$ cat src/rtl/rv_instr_encoder_if.sv
// Request/response bundle for the RV32I instruction encoder: micro-op in,
// encoded word with its byte address out, plus reject reporting and a consumed-word count.
interface rv_instr_encoder_if #(
    parameter int ADDR_W = 32
);
    logic              in_valid;
    logic              in_ready;
    logic [1:0]        in_kind;
    logic [1:0]        in_alu;
    logic [4:0]        in_rd;
    logic [4:0]        in_rs1;
    logic [4:0]        in_rs2;
    logic [12:0]       in_imm;
    logic              out_valid;
    logic              out_ready;
    logic [31:0]       out_instr;
    logic [ADDR_W-1:0] out_addr;
    logic              err_valid;
    logic [1:0]        err_code;
    logic [15:0]       word_count;

    modport master (
        output in_valid, in_kind, in_alu, in_rd, in_rs1, in_rs2, in_imm, out_ready,
        input  in_ready, out_valid, out_instr, out_addr, err_valid, err_code, word_count
    );

    modport slave (
        input  in_valid, in_kind, in_alu, in_rd, in_rs1, in_rs2, in_imm, out_ready,
        output in_ready, out_valid, out_instr, out_addr, err_valid, err_code, word_count
    );
endinterface

$ cat src/rtl/rv_instr_encoder.sv
// Packs decoded micro-ops (R-type, LW, SW, BEQ) into RV32I words and streams them
// through a 2-entry FIFO, tagging each word with an incrementing byte address.
module rv_instr_encoder #(
    parameter int                ADDR_W    = 32,
    parameter logic [ADDR_W-1:0] BASE_ADDR = '0
) (
    input  logic clk,
    input  logic reset,
    input  logic flush,
    rv_instr_encoder_if.slave bus
);

    typedef enum logic [1:0] {
        KIND_R   = 2'b00,
        KIND_LW  = 2'b01,
        KIND_SW  = 2'b10,
        KIND_BEQ = 2'b11
    } kind_t;

    typedef enum logic [1:0] {
        ERR_NONE  = 2'b00,
        ERR_RANGE = 2'b01,
        ERR_ODD   = 2'b10
    } err_t;

    logic [31:0]       mem [2];
    logic              head;
    logic [1:0]        count;
    logic              started;
    logic [ADDR_W-1:0] addr;
    logic [15:0]       wcount;
    logic              errv;
    err_t              errc;

    kind_t       kind;
    err_t        code;
    logic [31:0] word;
    logic        accept;
    logic        push;
    logic        pop;
    logic        tail;
    logic [6:0]  f7;
    logic [2:0]  f3;

    assign kind   = kind_t'(bus.in_kind);
    assign tail   = head ^ count[0];

    // Ready comes only from occupancy and the post-reset start flag; flush forces it low.
    assign bus.in_ready = started && (count != 2'd2) && !flush;
    assign accept       = bus.in_valid && bus.in_ready;
    assign push         = accept && (code == ERR_NONE);
    assign pop          = (count != 2'd0) && bus.out_ready && !flush;

    always_comb begin
        code = ERR_NONE;
        if ((kind == KIND_LW || kind == KIND_SW) && (bus.in_imm[12] != bus.in_imm[11]))
            code = ERR_RANGE;
        else if (kind == KIND_BEQ && bus.in_imm[0])
            code = ERR_ODD;
    end

    always_comb begin
        f7   = 7'b0000000;
        f3   = 3'b000;
        word = 32'h0;
        case (bus.in_alu)
            2'b00: begin f7 = 7'b0000000; f3 = 3'b000; end
            2'b01: begin f7 = 7'b0100000; f3 = 3'b000; end
            2'b10: begin f7 = 7'b0000000; f3 = 3'b111; end
            default: begin f7 = 7'b0000000; f3 = 3'b110; end
        endcase
        case (kind)
            KIND_R:
                word = {f7, bus.in_rs2, bus.in_rs1, f3, bus.in_rd, 7'b0110011};
            KIND_LW:
                word = {bus.in_imm[11:0], bus.in_rs1, 3'b010, bus.in_rd, 7'b0000011};
            KIND_SW:
                word = {bus.in_imm[11:5], bus.in_rs2, bus.in_rs1, 3'b010,
                        bus.in_imm[4:0], 7'b0100011};
            default:
                word = {bus.in_imm[12], bus.in_imm[10:5], bus.in_rs2, bus.in_rs1, 3'b000,
                        bus.in_imm[4:1], bus.in_imm[11], 7'b1100011};
        endcase
    end

    // Storage has no reset; occupancy and head pointer decide what is visible.
    always_ff @(posedge clk) begin
        if (push && !flush)
            mem[tail] <= word;
    end

    always_ff @(posedge clk or posedge reset) begin
        if (reset) begin
            started <= 1'b0;
            head    <= 1'b0;
            count   <= 2'd0;
            addr    <= BASE_ADDR;
            wcount  <= 16'd0;
            errv    <= 1'b0;
            errc    <= ERR_NONE;
        end else begin
            started <= 1'b1;
            if (flush) begin
                head   <= 1'b0;
                count  <= 2'd0;
                addr   <= BASE_ADDR;
                wcount <= 16'd0;
                errv   <= 1'b0;
                errc   <= ERR_NONE;
            end else begin
                if (pop) begin
                    head <= ~head;
                    addr <= addr + ADDR_W'(4);
                    if (wcount != 16'hFFFF)
                        wcount <= wcount + 16'd1;
                end
                count <= count + {1'b0, push} - {1'b0, pop};
                errv  <= accept && (code != ERR_NONE);
                errc  <= accept ? code : ERR_NONE;
            end
        end
    end

    assign bus.out_valid  = (count != 2'd0);
    assign bus.out_instr  = (count != 2'd0) ? mem[head] : 32'h0;
    assign bus.out_addr   = addr;
    assign bus.err_valid  = errv;
    assign bus.err_code   = errc;
    assign bus.word_count = wcount;

endmodule

$ cat src/flat_wrapper.sv
// flat-port wrapper written by rule: the top's interface ports become plain ports
module rv_instr_encoder_flat 
#(
    parameter int                ADDR_W    = 32,
    parameter logic [ADDR_W-1:0] BASE_ADDR = '0
)
  (clk, reset, flush, bus_in_valid, bus_in_kind, bus_in_alu, bus_in_rd, bus_in_rs1, bus_in_rs2, bus_in_imm, bus_out_ready, bus_in_ready, bus_out_valid, bus_out_instr, bus_out_addr, bus_err_valid, bus_err_code, bus_word_count);
  rv_instr_encoder_if #(.ADDR_W(ADDR_W)) bus_i ();
  input  logic clk;
  input  logic reset;
  input  logic flush;
  input wire logic [$bits(bus_i.in_valid)-1:0] bus_in_valid;
  input wire logic [$bits(bus_i.in_kind)-1:0] bus_in_kind;
  input wire logic [$bits(bus_i.in_alu)-1:0] bus_in_alu;
  input wire logic [$bits(bus_i.in_rd)-1:0] bus_in_rd;
  input wire logic [$bits(bus_i.in_rs1)-1:0] bus_in_rs1;
  input wire logic [$bits(bus_i.in_rs2)-1:0] bus_in_rs2;
  input wire logic [$bits(bus_i.in_imm)-1:0] bus_in_imm;
  input wire logic [$bits(bus_i.out_ready)-1:0] bus_out_ready;
  output wire logic [$bits(bus_i.in_ready)-1:0] bus_in_ready;
  output wire logic [$bits(bus_i.out_valid)-1:0] bus_out_valid;
  output wire logic [$bits(bus_i.out_instr)-1:0] bus_out_instr;
  output wire logic [$bits(bus_i.out_addr)-1:0] bus_out_addr;
  output wire logic [$bits(bus_i.err_valid)-1:0] bus_err_valid;
  output wire logic [$bits(bus_i.err_code)-1:0] bus_err_code;
  output wire logic [$bits(bus_i.word_count)-1:0] bus_word_count;
  assign bus_i.in_valid = bus_in_valid;
  assign bus_i.in_kind = bus_in_kind;
  assign bus_i.in_alu = bus_in_alu;
  assign bus_i.in_rd = bus_in_rd;
  assign bus_i.in_rs1 = bus_in_rs1;
  assign bus_i.in_rs2 = bus_in_rs2;
  assign bus_i.in_imm = bus_in_imm;
  assign bus_i.out_ready = bus_out_ready;
  assign bus_in_ready = bus_i.in_ready;
  assign bus_out_valid = bus_i.out_valid;
  assign bus_out_instr = bus_i.out_instr;
  assign bus_out_addr = bus_i.out_addr;
  assign bus_err_valid = bus_i.err_valid;
  assign bus_err_code = bus_i.err_code;
  assign bus_word_count = bus_i.word_count;
  rv_instr_encoder #(.ADDR_W(ADDR_W), .BASE_ADDR(BASE_ADDR)) u_core (.clk(clk), .reset(reset), .flush(flush), .bus(bus_i));
endmodule
$ cat config.mk
export PLATFORM = sky130hd
export DESIGN_NAME = rv_instr_encoder_flat
export DESIGN_NICKNAME = d
export VERILOG_FILES = /design/src/rtl/rv_instr_encoder_if.sv /design/src/rtl/rv_instr_encoder.sv /design/src/flat_wrapper.sv
export SDC_FILE = /design/constraint.sdc
export NUM_CORES = 1
export LEC_CHECK = 0
export BUFFER_PORTS_ARGS = -buffer_cell sky130_fd_sc_hd__buf_2
export CORE_MARGIN = 4
export CORE_UTILIZATION = 54
export CTS_CLUSTER_DIAMETER = 80
export DETAILED_ROUTE_END_ITERATION = 16
export PLACE_DENSITY = 0.8
export SYNTH_ARGS = -nofsm -noshare
export SYNTH_HDL_FRONTEND = slang
export SYNTH_SLANG_ARGS = --single-unit
export TNS_END_PERCENT = 5
$ cat constraint.sdc
create_clock -name clk -period 3.2 [get_ports clk]
set_clock_uncertainty 0.15 [all_clocks]
set_input_delay 0.96 -clock clk [delete_from_list [all_inputs] [get_ports clk]]
set_output_delay 0.96 -clock clk [all_outputs]
set_load 0.02 [all_outputs]
# [After elaboration in Yosys (flattened, before gate mapping)]
# Memories as Yosys holds them, arrays and structs flattened.
# Cells that the tools add are included.
# Widths: inputs -> output; s select.
[word_totals] ff_bits=55 mem_bits_rw=64 out_inout_bits=85 elab_cells=62 memories=1
[op_classes] n_addsub=4 n_eq_ne=8 mux=19 bitwise=2 n_reduce_logical=21
[mem_list] memory="u_core.mem" words=2 word_bits=32 rd=1 rd_clocked_by_memory_dff=0 wr=1 line_no="rv_instr_encoder.sv:26" rtl="logic [31:0] mem [2];"
[op_table] operator="$mux 32" n=3
[op_table] operator="$pmux 32 s3" n=1
[op_table] operator="$mux 16" n=3
[op_table] operator="$add 32x3->32 const B" n=1
[op_table] operator="$add 16x1->16 const B" n=1
[op_table] operator="$ne 16x16->1 const B" n=1
[op_table] operator="$logic_and 1x1->1" n=10
[op_table] operator="$mux 2" n=5
[op_table] operator="$reduce_bool 2->1" n=4
[op_table] operator="$eq 2x2->1 const B" n=3
[op_table] operator="$logic_not 2->1" n=3
[op_table] operator="$mux 6" n=1
[op_table] operator="$pmux 3 s2" n=1
[op_table] operator="$mux 1" n=5
[op_table] operator="$eq 2x1->1 const B" n=2
[op_table] operator="$add 2x1->2" n=1
[op_table] operator="$ne 2x2->1 const B" n=1
[op_table] operator="$reduce_and 2->1" n=1
[op_table] operator="$reduce_or 2->1" n=1
[op_table] operator="$sub 2x1->2" n=1
[op_table] operator="$logic_not 1->1" n=1
[op_table] operator="$logic_or 1x1->1" n=1
[op_table] operator="$ne 1x1->1" n=1
[op_table] operator="$not 1->1" n=1
[op_table] operator="$xor 1x1->1" n=1

# [Logic depth before layout (Yosys ltp)]
# Gate-level depths: netlist of run 1.
[depth] ltp_word=9 mapped_depth=10 ltp_nobuf=9

# [Worst setup path after synthesis of run 1]
# OpenSTA, ideal clock, no wires.
[synth_path] path_type="input -> register" from="input port flush" to="memory u_core.mem[1][10], enable pin" setup_ns=0.416 arrival_time_ns=3.373 slack_ns=-0.739 path_stages=4 path_cell_list="clkbuf_1 -> a211oi_1 -> nand4_1 -> nor2b_1"
[synth_via] elab_chain_len=7
[synth_lines] element="start, declared" line_no="flat_wrapper.sv:11" rtl="input logic flush;"
[synth_lines] element="$logic_not 1->1" line_no="rv_instr_encoder.sv:49" rtl="assign bus.in_ready = started && (count != 2'd2) && !flush;"
[synth_lines] element="$logic_and 1x1->1" line_no="rv_instr_encoder.sv:49"
[synth_lines] element="net bus_in_ready" line_no="flat_wrapper.sv:20" rtl="output wire logic [$bits(bus_i.in_ready)-1:0] bus_in_ready;"
[synth_lines] element="$logic_and 1x1->1" line_no="rv_instr_encoder.sv:50" rtl="assign accept = bus.in_valid && bus.in_ready;"
[synth_lines] element="$logic_and 1x1->1" line_no="rv_instr_encoder.sv:51" rtl="assign push = accept && (code == ERR_NONE);"
[synth_lines] element="$logic_and 1x1->1" line_no="rv_instr_encoder.sv:88" rtl="if (push && !flush)"
[synth_lines] element="$mux 1" line_no="rv_instr_encoder.sv:88"
[synth_lines] element="$mux 1 (implied by the code)" line_no="rv_instr_encoder.sv:89" rtl="mem[tail] <= word;"
[synth_lines] element="end, declared" line_no="rv_instr_encoder.sv:26"
# The timed path passes the listed nets, and every way through them passes these cells.

# [Final worst setup path of run 1]
[layout_path] from="register u_core.head" to="output port bus_out_instr[31]"
[layout_via] elab_chain_len=2
[layout_lines] element="start, declared" line_no="rv_instr_encoder.sv:27" rtl="logic head;"
[layout_lines] element="start signal, assigned" line_no="rv_instr_encoder.sv:112" rtl="head <= ~head;"
[layout_lines] element="$mem_v2 2x32"
[layout_lines] element="$mux 32" line_no="rv_instr_encoder.sv:125" rtl="assign bus.out_instr = (count != 2'd0) ? mem[head] : 32'h0;"
[layout_lines] element="end, declared" line_no="flat_wrapper.sv:22" rtl="output wire logic [$bits(bus_i.out_instr)-1:0] bus_out_instr;"
# Every way passes these cells.

==> metrics, run 1 <==
status=completed; Synth area leaders=edfxtp_1, dfrtp_1, mux2i_1; buffers added on ports=approximately 120; hold depth=1; Post-CTS Setup Bufs=0; CTS tree=done; adder-cell share of the synthesized area=between 2 and 2.5%; max cap viols=0; Min-Delay Endpoint=u_core.bus.word_count[11]; CP Depth=4; Total Die Area=between 10000 and 15000 sq um; Primary FF master, synth=edfxtp_1; commonest non-fill, non-tap cells in the layout=buf_2, edfxtp_1, dfrtp_1, nor2_1, mux2i_1; post-synthesis compound-gate area fraction=9.27%; initial DRC count=185; Initial Util=between 50% and 60%; CTS Hold Buffers Added=0; Final min period=2840 ps; Final Cycle Share=88.8%; P&R area growth vs syn=17.5%; Final Hold Vio Count=0; synthesized flop and latch total=109; critical path type=flop to output port; worst path buffer plus inverter count=2; Num Clock Sinks=109; Crit. End Element=output port; Distinct cells, synth=between 40 and 50; Post-synth EDFFs=between 50 and 60; Reg2Reg Depth=4; VDD IR max=roughly 0.32 mV; Synth async-reset ratio=between 40% and 50%; Clock Pin Slew Worst Setup and Hold Paths=about 100 ps; cell taking the most area after synthesis=edfxtp_1; largest net degree at the start of global routing=54; commonest non-fill, non-tap cell in the layout=buf_2; CTS H-tree lvls=3; Pwr Density=between 400 and 500 nW/um^2; post-synthesis mux area share=under 10%; Leak=around 0.0027 uW; max incr delay on CP=between 600 and 700 ps; YS warnings=0; Resize count post-CTS=0; share of layout cells above drive strength 1=about 28%; Critical Path AT=~1700 ps; CTS root buf=clkbuf_8; startpoint types=flop; GR Overflow Total=0; Final setup viols=0; Mean Syn Cell Area=~11 sq um; critical path data required time=between 2000 and 2500 ps; worst-path cell chain=buf_12 > mux2i_1 > nor2_1 > buf_2; Row Count=35; Clock Latency Late Sink=~370 ps; initial antenna violation count=0; headroom to the max-slew limit=approximately 60%; Synth Instances=463; first-pass iteration count of the detailed router=4; main combinational cell family by area after synthesis=simple AND/OR/NAND/NOR gates; simple-gate share of the synthesized area=approximately 17%; All-Layer GR Usage=~20%; fin nets=620; antenna viol nets, final=0; count of pins over their slew limit=0; worst reg2reg setup slack=around 730 ps; wirelength, routed=around 11 mm; CTS buffer count=9; Worst Max-Slew Pin Slew=around 600 ps; crit path from=u_core.head; Max Clk Rate=352 MHz; CP max FO=16; WHS=between 300 and 400 ps; Core Region=9370 sq um; IO Pins=~120; Avg WL per Cell=~16 um; GP Congestion=~0.84; Seq/Total Area, Yosys=57.1%; FF-to-FF Start=u_core.bus.out_addr[6]; DP HPWL=approximately 8 mm; Die H=around 110 um; Residual DRC=0; final setup TNS=0 ps; HP Class=flop to flop; Clock Path Buffers=2; DR vias=~4000; number of global-route vias before repair=between 3000 and 4000; Synth Cell Area=about 5300 sq um; Top Family by Delay on Critical Path=flip-flops; RSZ-0062 raised after global routing=no; Die X=between 100 and 150 um; Ant. Diodes=0; Slowest cell on crit path=dfrtp_2; global-route wire length before repair=18.5 mm; reg2reg end=u_core.bus.out_addr[30]; Synth Area in XOR/XNOR=2.49%; min-delay src=u_core.bus.word_count[11]; post-DR vias/cell=approximately 5.6; top-area cell type share of the netlist area=a little under a third
## cell type report
class	count	area (sq um)
multi-input cells	308	2060
repair buffers	125	696
clock inverters	7	60.1
flip-flops and latches	109	3010
well taps	129	161
inverters	20	75.1
clock buffers	9	124
fillers	757	3180
## how the worst max path moves through the flow
stage / endpoint / slack [ps]
2_1_floorplan: u_core.mem[1][10] / 210
3_3_place_gp: u_core.bus.out_addr[31] / 290
3_5_place_dp: u_core.bus.out_addr[31] / 250
4_1_cts: bus_out_instr[24] / 330
5_1_grt: bus_out_instr[5] / 240
6_report: bus_out_instr[31] / 360
## metrics by stage
step                instance area (sq um)  std cells  power (uW)  worst slack (ps)  util [%]
finish                               6190        707        2690               357      66.0
global route                         6190        707        2810               241      66.0
CTS                                  6190        707        2710               330      66.0
detailed placement                   6000        691        1950               254      64.1
global placement                     6000        691        1940               293      64.1
floorplan                            5300        466        1820               214         -
## where the power goes
part	internal [uW]	switching, uW	total [uW]
logic	140	242	382
clock network	293	480	773
registers	1510	26.3	1540
## metal layers
metal	up-vias	share of wire [%]	track usage [%]
met4	0	1.2	5.39
met5	-	0	0
met2	122	49	34.3
met1	1942	43	25.5
li1	1916	-	-
met3	14	6.1	5.48
## worst reg2reg max path: stages, from the launching register on
cell     delay [ps]
dfrtp_1         470
nand4_1         210
or4_1           820
or4_1           590
a21oi_1         150
## cell usage after synthesis, drive strengths merged (6+ instances only)
master and n:
edfxtp 56, dfrtp 53, nor2 53, mux2i 31
a21oi 28, or4 22, inv 20, nand2 19
buf 17, o21ai 16, o31ai 15, nand3 13
or3 13, clkbuf 12, nand4 12, nor2b 11
ha 10, xor2 9, mux2 8, nor3 6
xnor2 6
## state kept, by name (all words and copies together) (netlist names)
| register | flops |
|---|---|
| u_core.mem | 56 |
| u_core.bus.word_count | 16 |
| u_core.head | 1 |
| u_core.bus.err_valid | 1 |
| u_core.bus.out_addr | 30 |
| u_core.bus.err_code | 2 |
| u_core.started | 1 |
| u_core.count | 2 |
## cells by family (layout without fill, tap and decap cells)
group | after synthesis | in the layout
buffers and inverters | 49 | 161
adders and majority gates | 10 | 10
other | 2 | 5
xor gates and xnor gates | 15 | 15
muxes | 39 | 39
AOI/OAI and AO/OA | 76 | 76
DFF | 109 | 109
and+or+nand+nor | 163 | 163
No activity file was read; power rests on OpenSTA's default activity.
==> run 2: changes to the inputs <==
--- a/config.mk
+++ b/config.mk
@@ -11,6 +11,7 @@
 export CTS_CLUSTER_DIAMETER = 80
 export DETAILED_ROUTE_END_ITERATION = 16
 export PLACE_DENSITY = 0.8
+export RECOVER_POWER = 100
 export SYNTH_ARGS = -nofsm -noshare
 export SYNTH_HDL_FRONTEND = slang
 export SYNTH_SLANG_ARGS = --single-unit
==> metrics, run 2 (same netlist as run 1, synthesis figures left out) <==
wirelength, routed=between 10 and 15 mm; Fillers=a little over 800; hold depth=1; Final Cycle Share=roughly 90%; Clock Path Buffers=2; global-route wire length before repair=approximately 18 mm; VDD IR max=0.318 mV; critical path type=flop to output port; largest net degree at the start of global routing=between 50 and 60; Core Region=~9400 sq um; Post-CTS Setup Bufs=0; startpoint types=flop; number of global-route vias before repair=slightly below 4000; headroom to the max-slew limit=roughly 42%; fin nets=between 600 and 700; critical path data required time=2090 ps; Min-Delay Endpoint=u_core.bus.word_count[11]; Final Hold Vio Count=0; Critical Path AT=roughly 1800 ps; initial antenna violation count=0; Clock Latency Late Sink=~370 ps; final setup TNS=0 ps; first-pass iteration count of the detailed router=7; Final setup viols=0; IO Pins=122; min-delay src=u_core.bus.word_count[11]; count of pins over their slew limit=0; status=completed; FF/Latch Area=about 3000 sq um; Ant. Diodes=0; initial DRC count=201; DP HPWL=~8.0 mm; Max Clk Rate=~350 MHz; Reg2Reg Depth=4; Worst Max-Slew Pin Slew=approximately 870 ps; Multi-input gate area=2040 sq um; Pwr Density=443 nW/um^2; buffers added on ports=around 120; RSZ-0062 raised after global routing=no; P&R area growth vs syn=14.4%; CTS H-tree lvls=3; worst reg2reg setup slack=approximately 720 ps; CTS Hold Buffers Added=0; FF-to-FF Start=u_core.bus.out_addr[6]; Largest register FFs=56; Die H=about 110 um; max cap viols=0; post-place setup slack=between 200 and 300 ps; CP max FO=28; CTS root buf=clkbuf_8; Final min period=2880 ps; post-route design area=about 6000 sq um; Placed Area=roughly 6000 sq um; Clock Pin Slew Worst Setup and Hold Paths=around 90 ps; Die X=approximately 110 um; reg2reg end=u_core.bus.out_addr[28]; CTS buffer count=9; Crit. End Element=output port; Row Count=35; GR Overflow Total=0; post-DR vias/cell=5.65; share of layout cells above drive strength 1=between 10% and 20%; DR vias=~4000; Avg WL per Cell=16.0 um; Residual DRC=0; Initial Util=between 50% and 60%; Design Power=approximately 2700 uW; Num Clock Sinks=about 110; setup ws final=about 320 ps; CTS tree=done; GP Congestion=0.837; Total Die Area=about 11000 sq um; antenna viol nets, final=0; Leak=about 0.0023 uW; All-Layer GR Usage=between 20 and 25%; Reg with most FFs=u_core.mem; commonest non-fill, non-tap cell in the layout=clkbuf_1; commonest non-fill, non-tap cells in the layout=clkbuf_1, edfxtp_1, nor2_1, dfrtp_1, buf_2; HP Class=flop to flop; Resize count post-CTS=0
-- run 2: changes by cell type in the layout (fill, tap and decap cells not counted), sizes merged --
cell    previous run  this run
clkbuf             9        97
buf              125        37
-- run 2: final cells by class --
| class | instances | area share (%) |
|---|---|---|
| Multi-Input combinational cell | 308 | 33.9 |
| Sequential cell | 109 | 49.9 |
| Clock inverter | 7 | 0.997 |
| Inverter | 20 | 1.25 |
| Clock buffer | 9 | 2.06 |
| Tap cell | 129 | 2.68 |
| Timing Repair Buffer | 125 | 9.22 |
-- run 2: report_power, final --
| group | switching (uW) | internal, uW | leakage, uW | total [uW] |
|---|---|---|---|---|
| sequential | 25.9 | 1510 | 0.00125 | 1540 |
| combinational | 240 | 117 | 0.000954 | 358 |
| clock | 478 | 293 | 0.0000914 | 772 |
| total | 744 | 1920 | 0.00229 | 2670 |
-- run 2: routing by layer --
layer | vias up | part of all wire (%) | GRT usage, %
met3 | 11 | 7.7 | 5.48
met5 | - | 0 | 0
met1 | 1918 | 43 | 25.5
met2 | 146 | 48 | 34.3
met4 | 0 | 1.1 | 5.39
li1 | 1921 | - | -
-- run 2: worst max path at each step --
stage / from / endpoint / slack, ps / depth (start not counted)
after floorplan: flush / u_core.mem[1][10] / 210 / 4
after global placement: bus_out_ready / u_core.bus.out_addr[31] / 290 / 5
after detailed placement: bus_out_ready / u_core.bus.out_addr[31] / 250 / 5
after CTS: u_core.head / bus_out_instr[24] / 330 / 4
after global routing: u_core.count[0] / bus_out_instr[31] / 170 / 4
final: u_core.count[1] / bus_out_instr[31] / 320 / 4
-- run 2: critical path, cell delays in order (launching register included) --
cell,delay (ps)
dfrtp_1,480
nor2_1,250
buf_4,350
nor2_1,130
clkbuf_1,190
-- run 2: per-stage QoR --
step                instances  hold WS [ps]  utilization (%)
finish                    707           371             64.3
global route              707           392             64.3
CTS                       707           377             66.0
detailed placement        691           364             64.1
global placement          691           352             64.1
floorplan                 466           462                -
==> run 3: changes to the inputs <==
--- a/config.mk
+++ b/config.mk
@@ -5,12 +5,13 @@
 export SDC_FILE = /design/constraint.sdc
 export NUM_CORES = 1
 export LEC_CHECK = 0
+export ABC_AREA = 1
 export BUFFER_PORTS_ARGS = -buffer_cell sky130_fd_sc_hd__buf_2
 export CORE_MARGIN = 4
-export CORE_UTILIZATION = 54
+export CORE_UTILIZATION = 55
 export CTS_CLUSTER_DIAMETER = 80
 export DETAILED_ROUTE_END_ITERATION = 16
-export PLACE_DENSITY = 0.8
+export PLACE_DENSITY = 0.81
 export RECOVER_POWER = 100
 export SYNTH_ARGS = -nofsm -noshare
 export SYNTH_HDL_FRONTEND = slang
==> metrics, run 3 <==
Int Power=~2000 uW; Reg with most FFs=u_core.mem; antenna viol nets, final=0; HP Class=flop to flop; Crit. End Element=flop; global-route wire length before repair=between 20 and 25 mm; CTS tree=done; post-place setup slack=261 ps; Switching Power=approximately 760 uW; Post-synth EDFFs=56; first-pass iteration count of the detailed router=5; Sequential Power Share=a little over half; critical path type=input port to flop; VDD IR max=between 0.2 and 0.3 mV; YS warnings=0; share of layout cells above drive strength 1=slightly above 9%; Total Die Area=around 12000 sq um; Final Hold Vio Count=0; initial DRC count=about 260; Synth Area in XOR/XNOR=1.88%; RSZ-0062 raised after global routing=no; post-DR vias/cell=approximately 5.3; top-area cell type share of the netlist area=between 30 and 40%; Distinct cells, synth=40; headroom to the max-slew limit=21.6%; FF-to-FF Start=u_core.count[1]; Largest register FFs=between 50 and 60; Die H=between 100 and 150 um; post-synthesis mux area share=0%; main combinational cell family by area after synthesis=simple AND/OR/NAND/NOR gates; Reg2Reg Depth=6; setup ws final=a little over 200 ps; All-Layer GR Usage=a little under a quarter; IO Pins=122; wirelength, routed=roughly 13 mm; initial antenna violation count=0; synthesized flop and latch total=between 100 and 150; DR vias=4766; Row Count=36; Clock Path Buffers=2; crit path from=bus_in_kind[1]; Critical Path AT=around 2900 ps; startpoint types=input port; Core Util, Final=between 60% and 70%; Mean Syn Cell Area=~8.7 sq um; Resize count post-CTS=0; Avg WL per Cell=around 14 um; Pwr Density=approximately 440 nW/um^2; Clock Latency Late Sink=approximately 370 ps; Seq/Total Area, Yosys=between 50% and 60%; CTS buffer count=9; fin nets=between 800 and 900; Synth Instances=644; commonest non-fill, non-tap cells in the layout=nand2_1, clkbuf_1, nor2_1, inv_1, edfxtp_1; number of global-route vias before repair=around 4600; GR Overflow Total=0; Num Clock Sinks=~110; largest net degree at the start of global routing=32; final setup TNS=0 ps; Core Region=roughly 9800 sq um; CP max FO=28; Clock Pin Slew Worst Setup and Hold Paths=100 ps; switching share of total power=a little over a quarter; CTS Hold Buffers Added=0; Synth Cell Area=between 5000 and 6000 sq um; P&R area growth vs syn=12.9%; top post-synthesis cells by count=nand2_1, nor2_1, inv_1; Worst Max-Slew Pin Slew=roughly 1200 ps; Primary FF master, synth=edfxtp_1; Post-CTS Setup Bufs=0; Die X=109 um; CTS H-tree lvls=3; max cap viols=0; Ant. Diodes=0; Synth area leaders=edfxtp_1, dfrtp_1, nand2_1; GP Congestion=about 0.92; Max Clk Rate=roughly 330 MHz; simple-gate share of the synthesized area=approximately 27%; worst reg2reg setup slack=roughly 400 ps; post-synthesis compound-gate area fraction=under 10%; CTS root buf=clkbuf_8; reg2reg end=u_core.bus.word_count[7]; Final setup viols=0; status=completed; Residual DRC=0; Leak=between 0.002 and 0.003 uW; Final Cycle Share=a little over nine tenths; Initial Util=~57%; buffers added on ports=about 120; Final min period=3000 ps; Gate power share=between 10 and 15%; critical path data required time=around 3000 ps; commonest non-fill, non-tap cell in the layout=nand2_1; adder-cell share of the synthesized area=2.24%; DP HPWL=around 9 mm; cell taking the most area after synthesis=edfxtp_1; clock share of power=approximately 33%; count of pins over their slew limit=0; most common cell in the netlist=nand2_1; worst setup path end=u_core.mem[0][26]; Synth async-reset ratio=48.6%
-- run 3: cell count changes after synthesis, moves of 16 or more --
cell | before | now
inv_1 | 20 | 59
nand2_1 | 19 | 190
nor2_1 | 53 | 81
mux2i_1 | 31 | 0
nand3_1 | 13 | 29
or4_1 | 21 | 0
-- run 3: final cells by class --
class	count	area, sq um
Timing Repair Buffer	126	528
Tap cell	133	166
Clock buffer	9	124
Multi-Input combinational cell	453	2160
Fill cell	871	3510
Clock inverter	7	97.6
Inverter	61	229
Sequential cell	109	3010
-- run 3: cells by family (layout without fill, tap and decap cells) --
| group | Yosys count | count (layout) |
|---|---|---|
| AOI/OAI and AO/OA | 78 | 78 |
| buffers and inverters | 85 | 203 |
| adders and majority gates | 10 | 10 |
| DFF | 109 | 109 |
| xor gates and xnor gates | 12 | 12 |
| other | 2 | 5 |
| and+or+nand+nor | 348 | 348 |
-- run 3: power by group through the flow --
stage	clock network [uW]	logic [uW]	registers [uW]
global placement	0	368	1550
detailed placement	0	377	1550
finish	926	351	1520
global route	1010	391	1530
CTS	943	379	1520
floorplan	0	257	1550
-- run 3: worst min path at each step --
stage	depth (start not counted)	slack, ps	endpoint	start
2_1_floorplan	1	460	u_core.bus.out_addr[13]	u_core.bus.out_addr[13]
3_3_place_gp	2	360	u_core.bus.word_count[15]	u_core.bus.word_count[15]
3_5_place_dp	2	360	u_core.bus.word_count[13]	u_core.bus.word_count[13]
4_1_cts	2	390	u_core.bus.word_count[12]	reset
5_1_grt	2	410	u_core.bus.word_count[1]	u_core.bus.word_count[1]
6_report	2	400	u_core.bus.word_count[1]	u_core.bus.word_count[1]
-- run 3: per-layer routing --
layer / wire length (um) / vias to the layer above / global-route usage, % / share of wire [%]
met1: 5380 / 2208 / 30.4 / 42
met2: 6190 / 232 / 37.6 / 48
met3: 1060 / 24 / 3.49 / 8.2
met5: 0 / - / 0 / 0
li1: - / 2302 / - / -
met4: 258 / 0 / 9.38 / 2.0
-- run 3: metrics by stage --
| step | hold WS (ps) | cell area [sq um] | total power, uW | std cells |
|---|---|---|---|---|
| CTS | 387 | 6550 | 2840 | 898 |
| finish | 396 | 6310 | 2800 | 898 |
| global placement | 358 | 6320 | 1920 | 882 |
| detailed placement | 364 | 6320 | 1930 | 882 |
| floorplan | 455 | 5630 | 1810 | 647 |
| global route | 412 | 6310 | 2920 | 898 |
-- run 3: worst max-delay path, stage by stage --
cell      delay, ps
clkbuf_1        200
inv_1           200
ha_1            330
nand2_1          80
nor2_1           60
inv_1            80
nand2_1         150
nor3b_4         220
buf_2           570
